$ cat src/rtl/cpu_ctrl_pkg.sv
// rtl/cpu_ctrl_pkg.sv - opcodes, state encoding, ALU select bits and IR field positions
package cpu_ctrl_pkg;

    localparam logic [4:0] OP_ADD  = 5'd3;
    localparam logic [4:0] OP_SUB  = 5'd4;
    localparam logic [4:0] OP_AND  = 5'd5;
    localparam logic [4:0] OP_OR   = 5'd6;
    localparam logic [4:0] OP_ROR  = 5'd7;
    localparam logic [4:0] OP_ROL  = 5'd8;
    localparam logic [4:0] OP_SHR  = 5'd9;
    localparam logic [4:0] OP_SHRA = 5'd10;
    localparam logic [4:0] OP_SHL  = 5'd11;
    localparam logic [4:0] OP_DIV  = 5'd15;
    localparam logic [4:0] OP_MUL  = 5'd16;
    localparam logic [4:0] OP_NEG  = 5'd17;
    localparam logic [4:0] OP_NOT  = 5'd18;
    localparam logic [4:0] OP_NOP  = 5'd26;
    localparam logic [4:0] OP_HALT = 5'd27;

    typedef enum logic [3:0] {
        ST_RST, ST_T0, ST_T1, ST_T2, ST_T3, ST_T4, ST_T5, ST_T6, ST_HALT
    } state_t;

    localparam int ALU_W    = 13;
    localparam int ALU_AND  = 0;
    localparam int ALU_OR   = 1;
    localparam int ALU_ADD  = 2;
    localparam int ALU_SUB  = 3;
    localparam int ALU_MUL  = 4;
    localparam int ALU_DIV  = 5;
    localparam int ALU_SHR  = 6;
    localparam int ALU_SHRA = 7;
    localparam int ALU_SHL  = 8;
    localparam int ALU_ROR  = 9;
    localparam int ALU_ROL  = 10;
    localparam int ALU_NEG  = 11;
    localparam int ALU_NOT  = 12;

    localparam int OPCODE_HI = 31;
    localparam int OPCODE_LO = 27;
    localparam int RA_HI     = 26;
    localparam int RA_LO     = 23;
    localparam int RB_HI     = 22;
    localparam int RB_LO     = 19;
    localparam int RC_HI     = 18;
    localparam int RC_LO     = 15;

    typedef enum logic [2:0] {
        CLS_TWO, CLS_MULDIV, CLS_UNARY, CLS_NOP, CLS_HALT, CLS_ILLEGAL
    } op_class_t;

    function automatic op_class_t classify(input logic [4:0] op);
        case (op)
            OP_ADD, OP_SUB, OP_AND, OP_OR, OP_ROR, OP_ROL,
            OP_SHR, OP_SHRA, OP_SHL: return CLS_TWO;
            OP_DIV, OP_MUL:          return CLS_MULDIV;
            OP_NEG, OP_NOT:          return CLS_UNARY;
            OP_NOP:                  return CLS_NOP;
            OP_HALT:                 return CLS_HALT;
            default:                 return CLS_ILLEGAL;
        endcase
    endfunction

    function automatic logic [3:0] alu_index(input logic [4:0] op);
        case (op)
            OP_AND:  return 4'(ALU_AND);
            OP_OR:   return 4'(ALU_OR);
            OP_ADD:  return 4'(ALU_ADD);
            OP_SUB:  return 4'(ALU_SUB);
            OP_MUL:  return 4'(ALU_MUL);
            OP_DIV:  return 4'(ALU_DIV);
            OP_SHR:  return 4'(ALU_SHR);
            OP_SHRA: return 4'(ALU_SHRA);
            OP_SHL:  return 4'(ALU_SHL);
            OP_ROR:  return 4'(ALU_ROR);
            OP_ROL:  return 4'(ALU_ROL);
            OP_NEG:  return 4'(ALU_NEG);
            OP_NOT:  return 4'(ALU_NOT);
            default: return 4'd0;
        endcase
    endfunction

endpackage

$ cat src/rtl/reg_select_decoder.sv
// rtl/reg_select_decoder.sv - 4-bit register index to 16-bit one-hot strobe with enable
module reg_select_decoder (
    input  logic [3:0]  idx,
    input  logic        en,
    output logic [15:0] onehot
);

    always_comb begin
        onehot = '0;
        if (en) begin
            onehot[idx] = 1'b1;
        end
    end

endmodule

$ cat src/rtl/alu_control_sequencer.sv
// rtl/alu_control_sequencer.sv - hard-wired fetch/execute control unit for the single-bus datapath
module alu_control_sequencer
    import cpu_ctrl_pkg::*;
#(
    parameter int MEM_WAIT = 0
) (
    input  logic                clk,
    input  logic                reset,
    input  logic                stop,
    input  logic [31:0]         ir,
    output logic                pc_out,
    output logic                mar_in,
    output logic                inc_pc,
    output logic                pc_in,
    output logic                read,
    output logic                mdr_in,
    output logic                mdr_out,
    output logic                ir_in,
    output logic                y_in,
    output logic                z_in,
    output logic                zlow_out,
    output logic                zhigh_out,
    output logic                hi_in,
    output logic                lo_in,
    output logic [15:0]         reg_in,
    output logic [15:0]         reg_out,
    output logic [ALU_W-1:0]    alu_op,
    output logic                run,
    output logic                illegal
);

    localparam logic [3:0] WAIT_LIMIT = 4'(MEM_WAIT);

    state_t     state, state_next;
    logic [3:0] wait_cnt;
    logic [4:0] opcode;
    logic [3:0] ra, rb, rc;
    op_class_t  op_class;
    logic [3:0] alu_idx;
    logic       reg_in_en, reg_out_en;
    logic [3:0] reg_in_idx, reg_out_idx;
    logic       instr_end;
    logic       unused_ir_bits;

    assign opcode         = ir[OPCODE_HI:OPCODE_LO];
    assign ra             = ir[RA_HI:RA_LO];
    assign rb             = ir[RB_HI:RB_LO];
    assign rc             = ir[RC_HI:RC_LO];
    assign op_class       = classify(opcode);
    assign alu_idx        = alu_index(opcode);
    assign unused_ir_bits = ^ir[RC_LO-1:0];

    always_ff @(posedge clk) begin
        if (reset) begin
            state    <= ST_RST;
            wait_cnt <= '0;
        end else begin
            state <= state_next;
            if (state == ST_T1 && wait_cnt != WAIT_LIMIT) begin
                wait_cnt <= wait_cnt + 4'd1;
            end else begin
                wait_cnt <= '0;
            end
        end
    end

    always_comb begin
        state_next  = state;
        pc_out      = 1'b0;
        mar_in      = 1'b0;
        inc_pc      = 1'b0;
        pc_in       = 1'b0;
        read        = 1'b0;
        mdr_in      = 1'b0;
        mdr_out     = 1'b0;
        ir_in       = 1'b0;
        y_in        = 1'b0;
        z_in        = 1'b0;
        zlow_out    = 1'b0;
        zhigh_out   = 1'b0;
        hi_in       = 1'b0;
        lo_in       = 1'b0;
        alu_op      = '0;
        run         = 1'b0;
        illegal     = 1'b0;
        reg_in_en   = 1'b0;
        reg_in_idx  = ra;
        reg_out_en  = 1'b0;
        reg_out_idx = rb;
        instr_end   = 1'b0;

        case (state)
            ST_RST: state_next = ST_T0;
            ST_T0: begin
                run        = 1'b1;
                pc_out     = 1'b1;
                mar_in     = 1'b1;
                inc_pc     = 1'b1;
                pc_in      = 1'b1;
                state_next = ST_T1;
            end
            ST_T1: begin
                run    = 1'b1;
                read   = 1'b1;
                mdr_in = 1'b1;
                if (wait_cnt == WAIT_LIMIT) begin
                    state_next = ST_T2;
                end
            end
            ST_T2: begin
                run        = 1'b1;
                mdr_out    = 1'b1;
                ir_in      = 1'b1;
                state_next = ST_T3;
            end
            ST_T3: begin
                run = 1'b1;
                case (op_class)
                    CLS_TWO, CLS_MULDIV: begin
                        reg_out_en = 1'b1;
                        y_in       = 1'b1;
                        state_next = ST_T4;
                    end
                    CLS_UNARY: begin
                        reg_out_en      = 1'b1;
                        alu_op[alu_idx] = 1'b1;
                        z_in            = 1'b1;
                        state_next      = ST_T4;
                    end
                    CLS_HALT:    state_next = ST_HALT;
                    CLS_ILLEGAL: begin
                        illegal   = 1'b1;
                        instr_end = 1'b1;
                    end
                    default:     instr_end = 1'b1;
                endcase
            end
            ST_T4: begin
                run = 1'b1;
                if (op_class == CLS_UNARY) begin
                    zlow_out  = 1'b1;
                    reg_in_en = 1'b1;
                    instr_end = 1'b1;
                end else begin
                    reg_out_en      = 1'b1;
                    reg_out_idx     = rc;
                    alu_op[alu_idx] = 1'b1;
                    z_in            = 1'b1;
                    state_next      = ST_T5;
                end
            end
            ST_T5: begin
                run      = 1'b1;
                zlow_out = 1'b1;
                if (op_class == CLS_MULDIV) begin
                    lo_in      = 1'b1;
                    state_next = ST_T6;
                end else begin
                    reg_in_en = 1'b1;
                    instr_end = 1'b1;
                end
            end
            ST_T6: begin
                run       = 1'b1;
                zhigh_out = 1'b1;
                hi_in     = 1'b1;
                instr_end = 1'b1;
            end
            ST_HALT: state_next = ST_HALT;
            default: state_next = ST_RST;
        endcase

        // stop only matters at an instruction boundary
        if (instr_end) begin
            state_next = stop ? ST_HALT : ST_T0;
        end
    end

    reg_select_decoder u_reg_in_dec (
        .idx    (reg_in_idx),
        .en     (reg_in_en),
        .onehot (reg_in)
    );

    reg_select_decoder u_reg_out_dec (
        .idx    (reg_out_idx),
        .en     (reg_out_en),
        .onehot (reg_out)
    );

endmodule

$ cat config.mk
export PLATFORM = sky130hd
export DESIGN_NAME = alu_control_sequencer
export DESIGN_NICKNAME = d
export VERILOG_FILES = /design/src/rtl/cpu_ctrl_pkg.sv /design/src/rtl/reg_select_decoder.sv /design/src/rtl/alu_control_sequencer.sv
export SDC_FILE = /design/constraint.sdc
export NUM_CORES = 1
export LEC_CHECK = 0
export ABC_AREA = 1
export BUFFER_PORTS_ARGS = -buffer_cell sky130_fd_sc_hd__buf_2
export CORE_MARGIN = 2
export CORE_UTILIZATION = 45
export DETAILED_ROUTE_END_ITERATION = 10
export GPL_TIMING_DRIVEN = 0
export PLACE_DENSITY = 0.95
export SLEW_MARGIN = 10
export SYNTH_ARGS = -nofsm -noshare
export SYNTH_HDL_FRONTEND = slang
export SYNTH_SLANG_ARGS = --single-unit
$ cat constraint.sdc
create_clock -name clk -period 4.2 [get_ports clk]
set_clock_uncertainty 0.2 [all_clocks]
set_input_delay 0.84 -clock clk [delete_from_list [all_inputs] [get_ports clk]]
set_output_delay 0.84 -clock clk [all_outputs]
set_load 0.05 [all_outputs]
* Yosys cells after proc, flatten, opt, wreduce, memory -nomap -nowiden
Memories as Yosys holds them, arrays and structs flattened. Cells that the tools add are included. W data, S select, Z words.
Storage, ports and cells: register bits 8, bits in read-only memories 224, input bits 35, memories 2
Cells by class: add/subtract/negate cells 1, $lt $le $gt $ge 6, equal/unequal tests 17, muxes and demuxes 41, bitwise gates (word level) 1, reduce and logical (&&, ||, !) cells 14
Memories:
- (no name shown) | depth 32, bits a word 4, rd ports 1, clocked after Yosys merged registers in 0, wr ports 0, line cpu_ctrl_pkg.sv:65 | case (op)
- (no name shown) | depth 32, bits a word 3, rd ports 1, clocked after Yosys merged registers in 0, wr ports 0, line cpu_ctrl_pkg.sv:53 | case (op)
Operators with widths (count):
- $pmux W4 S9 | 1
- $mux W16 | 2
- $mux W4 | 7
- $mux W13 | 2
- $pmux W13 S2 | 1
- $mux W1 | 19
- $eq A4 B3 Y1 const B | 4
- $lt A4 B5 Y1 const B | 3
- $demux W1 S4 | 3
- $ge A4 B1 Y1 const B | 3
- $eq A4 B2 Y1 const B | 2
- $logic_not A4 Y1 | 2
- $pmux W1 S2 | 4
- $pmux W4 S2 | 1
- $reduce_or A7 Y1 | 1
- $eq A3 B3 Y1 const B | 2
- $ne A3 B3 Y1 const B | 2
- $reduce_and A5 Y1 | 1
- $add A4 B1 Y4 const B | 1
- $eq A4 B1 Y1 const B | 1
- $eq A4 B4 Y1 const B | 1
- $logic_and A1 B1 Y1 | 4
- $ne A4 B4 Y1 const B | 1
- $pmux W1 S4 | 1
- 10 further kinds | 11

* Logic depth before layout (Yosys ltp)
Gate-level depths: netlist (run 1). An unclocked memory read counts as a cell.
depth in word-level cells 9, gate-level depth with buffers 14, depth with buffers taken out 14

* By module
Synthesis (run 1) repeated with hierarchy kept, for this count alone.
Second synthesis, totals: cells, all modules 233, area total of the unflattened synthesis 1363.8 um^2
By module, submodules not included:
- alu_control_sequencer | instances 1, cells an instance 168, area each 1097.3 um^2
- reg_select_decoder at u_reg_in_dec | instances 1, cells an instance 33, area each 140.1 um^2
- reg_select_decoder at u_reg_out_dec | instances 1, cells an instance 32, area each 126.4 um^2

* Worst setup path before layout (run 1)
OpenSTA, ideal clock, no wires.
kind input to output, start input ir[28], end output alu_op[6], arrival 3.227 ns, data required time 3.160 ns, path slack -0.067 ns, stages on the path 10, buffers on the path 0, path through inv_1 -> ha_1 -> nand2_2 -> nand2_4 -> nand2_4 -> o21ai_4 -> nand2_4 -> o21ai_4 -> inv_2 -> nor3_1
On the way: longest elaborated chain between the ends 7, elaborated cells on any way between the ends 11
Ends and longest elaborated chain:
- from (decl) | line alu_control_sequencer.sv:10 | input logic [31:0] ir,
- $mem_v2 Z32 W4
- $lt A4 B5 Y1 (not written as such) / $ge A4 B1 Y1 (equally long branches) | line alu_control_sequencer.sv:126, alu_control_sequencer.sv:147
- $logic_and A1 B1 Y1 (not written as such) | line alu_control_sequencer.sv:126, alu_control_sequencer.sv:147
- $mux W1 (not written as such) | line alu_control_sequencer.sv:126, alu_control_sequencer.sv:147
- $demux W1 S4 | line alu_control_sequencer.sv:126, alu_control_sequencer.sv:147
- $mux W13, on equally long branches | line alu_control_sequencer.sv:140, alu_control_sequencer.sv:118
- $pmux W13 S2 (*) | line alu_control_sequencer.sv:92 | case (state)
- to (decl) | line alu_control_sequencer.sv:27 | output logic [ALU_W-1:0] alu_op,
Every way passes the cells marked *; elsewhere a longest branch is shown, timed or not.

* Worst setup path after layout (run 1)
start input ir[27], end output reg_out[3]
On the way: longest elaborated chain between the ends 9, elaborated cells on any way between the ends 16
Ends and longest elaborated chain:
- $mem_v2 Z32 W3 (*)
- $eq A3 B2 Y1 | line alu_control_sequencer.sv:118, alu_control_sequencer.sv:140
- $mux W4 | line alu_control_sequencer.sv:140 | if (op_class == CLS_UNARY) begin
- $mux W4 | line alu_control_sequencer.sv:92
- $lt A4 B5 Y1 (not written as such) / $ge A4 B1 Y1 (equally long branches) | line reg_select_decoder.sv:11 | onehot[idx] = 1'b1;
- $logic_and A1 B1 Y1 (not written as such) | line reg_select_decoder.sv:11
- $mux W1 (not written as such) | line reg_select_decoder.sv:11
- $demux W1 S4
- $mux W16 (*) | line reg_select_decoder.sv:10 | if (en) begin
- to (decl) | line alu_control_sequencer.sv:26 | output logic [15:0] reg_out,
Marked as above.

==> summary.txt, run 1 <==
Run status
  – Outcome: completed

Placement
  – I/O Buffers: 79
  – Place WS: 379 ps
  – DP HPWL: 3080 um
  – Routability Congestion: 0.887

Synth
  – Sequential element share of the synthesized area: 11.4%
  – Flop and latch count out of synthesis: 8
  – Ys flop type: dfxtp_1
  – Largest cells by area after synthesis: nor2_1 (16%), nand2_1 (14%), inv_1 (12%)
  – Synth Area per Inst: 5.42 um^2
  – Post-Synthesis Cell Area: 1400 um^2
  – Commonest cells in the netlist: nor2_1 (60), nand2_1 (54), inv_1 (43)
  – Mapped Cells: 258
  – Ys Warns: 0
  – Ys async rst share: 0%
  – Synthesized net count: 301
  – Synth cell types: 28
  – Largest area contributor in the netlist: nor2_1
  – Post-synth top area share: 16.1%
  – Most common cell in the netlist: nor2_1
  – Number of flops mapped to enable cells by yosys: 0

Worst setup path
  – Worst path cell trace: buf_2 > inv_1 > ha_1 > nand2_2 > nand2_4 > nand2_4 > o21ai_4 > nand2_4 > o21ai_4 > inv_2 > o21ai_4 > nand3_1 > nor2_1 > buf_2
  – CP Capture Type: output port
  – Worst r2r src: state[3]
  – Crit path arrival time: 2770 ps
  – Crit path launch: ir[27]
  – CP required: 3160 ps
  – Setup crit start kind: primary input
  – Slowest-stage cell, CP: ha_1
  – CP max FO: 6
  – CP Class: in -> out
  – Largest stage delay, worst path: 310 ps

Timing
  – Fin. Hold Viols: 0
  – Final setup violation count: 0
  – Crit share post-route: 90.8%
  – Fin crit period: 3810 ps
  – Final setup TNS: 0 ps
  – Fmax: 262 MHz
  – Slew Limit Fails: 0
  – Final worst slack: 386 ps
  – RSZ-0062 raised after global routing: no
  – Slew HR: 72.0%
  – Least-Margin Pin Slew: 417 ps

Clock network
  – Root Buffer: clkbuf_4
  – CTS buffer count: 3
  – Hold Buf Count CTS: 0
  – Post-CTS setup buffer count: 0
  – Clock tree from TritonCTS: yes
  – Cts repair resizes: 0
  – Clock transition at path regs: 50 ps
  – CTS sink count: 8
  – H-tree depth: 1
  – Worst-case clock buffer depth: 2
  – Clock latency at the later pin of the worst-skew pair: 250 ps

Route
  – Avg WL per Cell: 9.53 um
  – Post-DRT Antenna Nets: 0
  – DRC viols: 0
  – Drt first-iter violations: 74
  – Average vias per placed instance: 4.86
  – Via Count: 1,811
  – Initial DRT Pass Iterations: 4
  – Post-Route WL: 3560 um

Floorplan
  – Row cnt: 20
  – Num ports: 96
  – Initial Util: 46.6%
  – DIE WIDTH: 59.8 um
  – Core area: 3000 um^2
  – Die area: 3570 um^2
  – Die H: 59.8 um

GRT
  – GRT Overall Usage: 19.4%
  – Initial antenna violation count: 0
  – Vias in the first global route: 1,414
  – Gr ovfl total: 0
  – Largest net degree at the start of global routing: 11
  – First-pass GRT wire length: 5600 um

Layout
  – Synthesis-to-finish area growth: 33.5%
  – Share of cells above drive strength 1: 33.2%
  – Multi-input gate area: 1020 um^2
  – Register area: 160 um^2
  – Ant. Diodes: 0
  – Final net count: 385
  – FILL cells: 302

Flow run
  – Maxcap violations: 0

Pwr
  – Worst vdd ir: 0.000234 V
  – Pwr dens: 244 nW/um^2
  – Lkg Pwr: 1.13 nW
  – Power Total: 0.456 mW

Worst hold path
  – Hold Startpoint: wait_cnt[0]
  – Worst hold path type: reg -> reg
[state kept, by name (all words and copies together) (netlist names)]
name      flops
state         4
wait_cnt      4
[area by class of cell]
| class | count | area share, % |
|---|---|---|
| Clock buffer | 3 | 1.21 |
| Sequential cell | 8 | 8.57 |
| Multi-Input combinational cell | 196 | 54.6 |
| Timing Repair Buffer | 79 | 21.2 |
| Tap cell | 33 | 2.21 |
| Inverter | 47 | 9.44 |
| Buffer | 7 | 2.81 |
[final timing paths]
path                                     to  slack (ps)  cells past startpoint
worst min register to register  wait_cnt[0]         280                      1
worst min-delay path            wait_cnt[0]         280                      1
worst max register to register     state[0]        2450                      8
worst max-delay path             reg_out[3]         390                     14
[report_power, final]
part | total, mW | switching (mW) | leakage [nW] | internal, mW
clock network | 0.0587 | 0.0260 | 0.0138 | 0.0327
registers | 0.0920 | 0.00839 | 0.0651 | 0.0836
logic | 0.305 | 0.222 | 1.05 | 0.0833
total | 0.456 | 0.257 | 1.13 | 0.200
[per-stage QoR]
stage / utilization (%) / cells / cell area [um^2] / hold WS (ps)
6_report: 62.2 / 373 / 1870 / 275
4_1_cts: 62.2 / 373 / 1870 / 281
2_1_floorplan: - / 258 / 1410 / 230
5_1_grt: 62.2 / 373 / 1870 / 316
3_3_place_gp: 61.5 / 370 / 1850 / 248
3_5_place_dp: 61.5 / 370 / 1850 / 268
[cells in the final DEF (no fill, tap or decap)]
cell and instances:
nor2_2 1, o21ai_1 1, o21ai_4 3, nor4_1 1
nand4_1 1, nand3_2 2, xor2_1 1, ha_1 8
o21ai_2 2, inv_1 43, inv_2 4, o21bai_1 1
nand2_1 54, o31ai_1 2, o21ai_0 7, nor2_1 60
or2_2 1, xnor2_1 1, buf_2 79, dfxtp_1 8
nand2_4 4, a21oi_1 2, nor3_2 3, buf_4 7
nand2_2 4, o21a_1 1, a211oi_1 1, nor3_1 13
nand3_1 22, clkbuf_4 3
[worst max-delay path: cells and delay by family]
family	cells	cell delay, ps
buf+inv	4	580
compound gates	3	470
simple gates	6	570
fa+ha+maj	1	310
[cells by family (layout without fill, tap and decap cells)]
family	Yosys count	in the layout	synth area share, %
buffers and inverters	54	136	16.4
xor gates and xnor gates	2	2	1.25
AOI/OAI and AO/OA	20	20	11.0
adders and majority gates	8	8	7.16
and+or+nand+nor	166	166	52.8
DFF	8	8	11.4
[per-layer routing]
metal	share of wire, %	GRT usage (%)
met4	0.65	6.03
met2	49	35.2
met5	0	0
met1	43	23.9
met3	6.9	1.52
Power figures use the tool's default switching activity.
==> run 2: changes to the inputs <==
--- a/config.mk
+++ b/config.mk
@@ -5,10 +5,9 @@
 export SDC_FILE = /design/constraint.sdc
 export NUM_CORES = 1
 export LEC_CHECK = 0
-export ABC_AREA = 1
 export BUFFER_PORTS_ARGS = -buffer_cell sky130_fd_sc_hd__buf_2
 export CORE_MARGIN = 2
-export CORE_UTILIZATION = 45
+export CORE_UTILIZATION = 48
 export DETAILED_ROUTE_END_ITERATION = 10
 export GPL_TIMING_DRIVEN = 0
 export PLACE_DENSITY = 0.95
==> run 2 against run 1 <==
First-iteration DRC count decreased by 2.7%. Worst setup slack got worse by 280 ps. Wire length rose by 28%. Register-to-register slack got worse by 250 ps. Highest routed layer unchanged. Via count grew 10%. Global-route usage grew 3.6 points. Combinational power is 36% lower. Clock power hardly changed.
==> summary.txt, run 2 <==
Synth
  – Commonest cells in the netlist: nor2_1 (53), nor3_1 (22), a21oi_1 (14), nand2_1 (14), inv_1 (13)
  – Synth cell types: 56 (+100%)
  – Post-Synthesis Cell Area: 1610 um^2 (+15%)
  – Synthesized net count: 282 (-6.3%)
  – Largest area contributor in the netlist: nor2_1
  – Flop and latch count out of synthesis: 8 (unchanged)
  – Sequential element share of the synthesized area: 9.95% (-1.5 points)
  – Ys async rst share: 0% (unchanged)
  – Ys Warns: 0 (unchanged)
  – Largest cells by area after synthesis: nor2_1 (12%), dfxtp_1 (9.9%), nor3_1 (6.8%)
  – Mapped Cells: 239 (-7.4%)
  – Synth Area per Inst: 6.74 um^2 (+24%)
  – Most common cell in the netlist: nor2_1
  – Post-synth top area share: 12.4% (-3.7 points)
  – Number of flops mapped to enable cells by yosys: 0 (unchanged)
  – Ys flop type: dfxtp_1

Layout
  – FILL cells: 282 (-6.6%)
  – Final net count: 365 (-5.2%)
  – Most frequent cells in the layout: buf_2 (64), nor2_1 (51), buf_4 (17), nor3_1 (15), a21oi_1 (14)
  – Fin util: 68.1% (+5.9 points)
  – Register area: 160 um^2 (unchanged)
  – Largest registers: state x4, wait_cnt x4
  – Share of cells above drive strength 1: 40.9% (+7.7 points)
  – Multi-input gate area: 1370 um^2 (+34%)
  – Synthesis-to-finish area growth: 38.8%
  – Commonest non-fill, non-tap cell in the layout: buf_2
  – Ant. Diodes: 0 (unchanged)
  – Fin area: 2240 um^2 (+20%)

Route
  – Avg WL per Cell: 12.5 um (+31%)
  – Average vias per placed instance: 5.46 (+13%)
  – Via Count: 2,000 (+10%)
  – Drt first-iter violations: 72 (-2.7%)
  – DRC viols: 0 (unchanged)
  – Initial DRT Pass Iterations: 4 (unchanged)
  – Post-DRT Antenna Nets: 0 (unchanged)
  – Post-Route WL: 4560 um (+28%)

Pwr
  – Lkg Pwr: 1.03 nW (-9.1%)
  – Clock share of power: 17.5% (+4.6 points)
  – Flop pwr share: 24.1% (+3.9 points)
  – Net load switching power: 0.158 mW (-39%)
  – Power Total: 0.333 mW (-27%)
  – Power Internal: 0.175 mW (-12%)
  – Comb pwr share: 58.3% (-8.7 points)
  – Worst vdd ir: 0.0000538 V (-77%)
  – Switching Share: 47.3% (-8.9 points)
  – Pwr dens: 149 nW/um^2 (-39%)

Floorplan
  – DIE WIDTH: 61.9 um (+3.6%)
  – Initial Util: 49.0% (+2.4 points)
  – Row cnt: 21 (+5.0%)
  – Core area: 3280 um^2 (+9.4%)
  – Die H: 61.9 um (+3.6%)
  – Die area: 3830 um^2 (+7.4%)
  – Num ports: 96 (unchanged)

Worst setup path
  – CP Capture Type: output port
  – CP required: 3160 ps (about the same)
  – R2R setup slack: 2200 ps (-250 ps)
  – CP Class: in -> out
  – CP max FO: 8 (+2)
  – Crit path arrival time: 3050 ps (+280 ps)
  – Setup crit start kind: primary input

Flow run
  – Maxcap violations: 0 (unchanged)

GRT
  – Vias in the first global route: 1,676 (+19%)
  – GRT Overall Usage: 23.0% (+3.6 points)
  – GRT busiest layer: met2
  – Gr ovfl total: 0 (unchanged)
  – Global routing usage on met2: 40.9% (+5.7 points)
  – Met1 Usage GRT: 30.9% (+6.9 points)
  – Initial antenna violation count: 0 (unchanged)
  – Met3 Use GR: 2.07% (+0.56 points)
  – Largest net degree at the start of global routing: 11 (unchanged)
  – First-pass GRT wire length: 7050 um (+26%)

Timing
  – Crit share post-route: 97.5% (+6.7 points)
  – Fmax: 244 MHz (-6.9%)
  – Slew HR: 50.8% (-21 points)
  – Least-Margin Pin Slew: 736 ps (+319 ps)
  – Fin. Hold Viols: 0 (unchanged)
  – Slew Limit Fails: 0 (unchanged)
  – Final setup violation count: 0 (unchanged)
  – Fin crit period: 4090 ps (+281 ps)

Clock network
  – Root Buffer: clkbuf_4
  – CTS sink count: 8 (unchanged)
  – Clock transition at path regs: 50 ps (about the same)
  – Clock tree from TritonCTS: yes
  – Clock latency at the later pin of the worst-skew pair: 260 ps (about the same)
  – H-tree depth: 1 (unchanged)
  – Post-CTS setup buffer count: 0 (unchanged)
  – Cts repair resizes: 0 (unchanged)
  – Hold Buf Count CTS: 0 (unchanged)
  – Worst-case clock buffer depth: 2 (unchanged)
  – CTS buffer count: 3 (unchanged)

Placement
  – I/O Buffers: 78 (-1.3%)
  – Dpl cell area: 2090 um^2 (+13%)
  – DP HPWL: 3560 um (+15%)
  – Routability Congestion: 0.920 (+3.7%)

Worst hold path
  – Worst hold path type: reg -> reg

Run status
  – Outcome: completed
-- run 2: changes by cell type after synthesis, sizes merged, moves of 8 or more --
cell / change
nand2: -48
inv: -33
nor2: -8
nand2b: +9
buf: +8
nand3: -17
a21oi: +12
-- run 2: final cells by class --
class                           instances  area share [%]
Inverter                               14            2.35
Tap cell                               46            2.57
Timing Repair Buffer                   78            19.9
Multi-Input combinational cell        199            61.3
Clock buffer                            3            1.01
Sequential cell                         8            7.16
Buffer                                 18            5.71
-- run 2: cell families after synthesis --
logic type | share of synthesized area [%]
multiplexers | 1.86
adder cells (fa/ha/maj) | 6.22
XOR/XNOR | 2.80
AND/OR/NAND/NOR | 47.1
buffers and inverters | 11.2
flip-flops | 9.95
AO/OA/AOI/OAI | 20.9
-- run 2: routing by layer --
metal	part of all wire [%]	wire length, um	vias to the layer above
met5	0	0	-
met4	0.31	14	0
met3	6.0	273	2
met2	49	2240	78
met1	45	2030	918
li1	-	-	1002
-- run 2: final timing paths --
path | startpoint | endpoint | cells past startpoint
max reg2reg | state[2] | state[0] | 5
max | ir[27] | alu_op[4] | 11
min reg2reg | wait_cnt[0] | wait_cnt[0] | 1
min | wait_cnt[0] | wait_cnt[0] | 1
-- run 2: power by group through the flow --
stage / registers [mW] / logic [mW] / clock network (mW)
floorplan: 0.0815 / 0.143 / 0
global placement: 0.0816 / 0.181 / 0
detailed placement: 0.0820 / 0.185 / 0
CTS: 0.0804 / 0.186 / 0.0596
global route: 0.0807 / 0.211 / 0.0634
finish: 0.0803 / 0.194 / 0.0584
-- run 2: critical path, stage by stage --
cell and delay [ps]:
buf_2 140, inv_1 110, ha_4 310, nor3b_1 60, nor4b_2 370, and4_1 270
buf_6 160, xnor2_4 140, nand4b_1 250, nor2_2 220, buf_6 180
-- run 2: metrics by stage --
stage               instances  hold WS [ps]  TNS (ps)  setup slack (ps)
floorplan                 239           230     -1230              -164
global placement          363           248         0              99.2
detailed placement        363           268         0              57.8
CTS                       366           279         0              33.9
global route              366           307      -122             -39.3
finish                    366           269         0               105
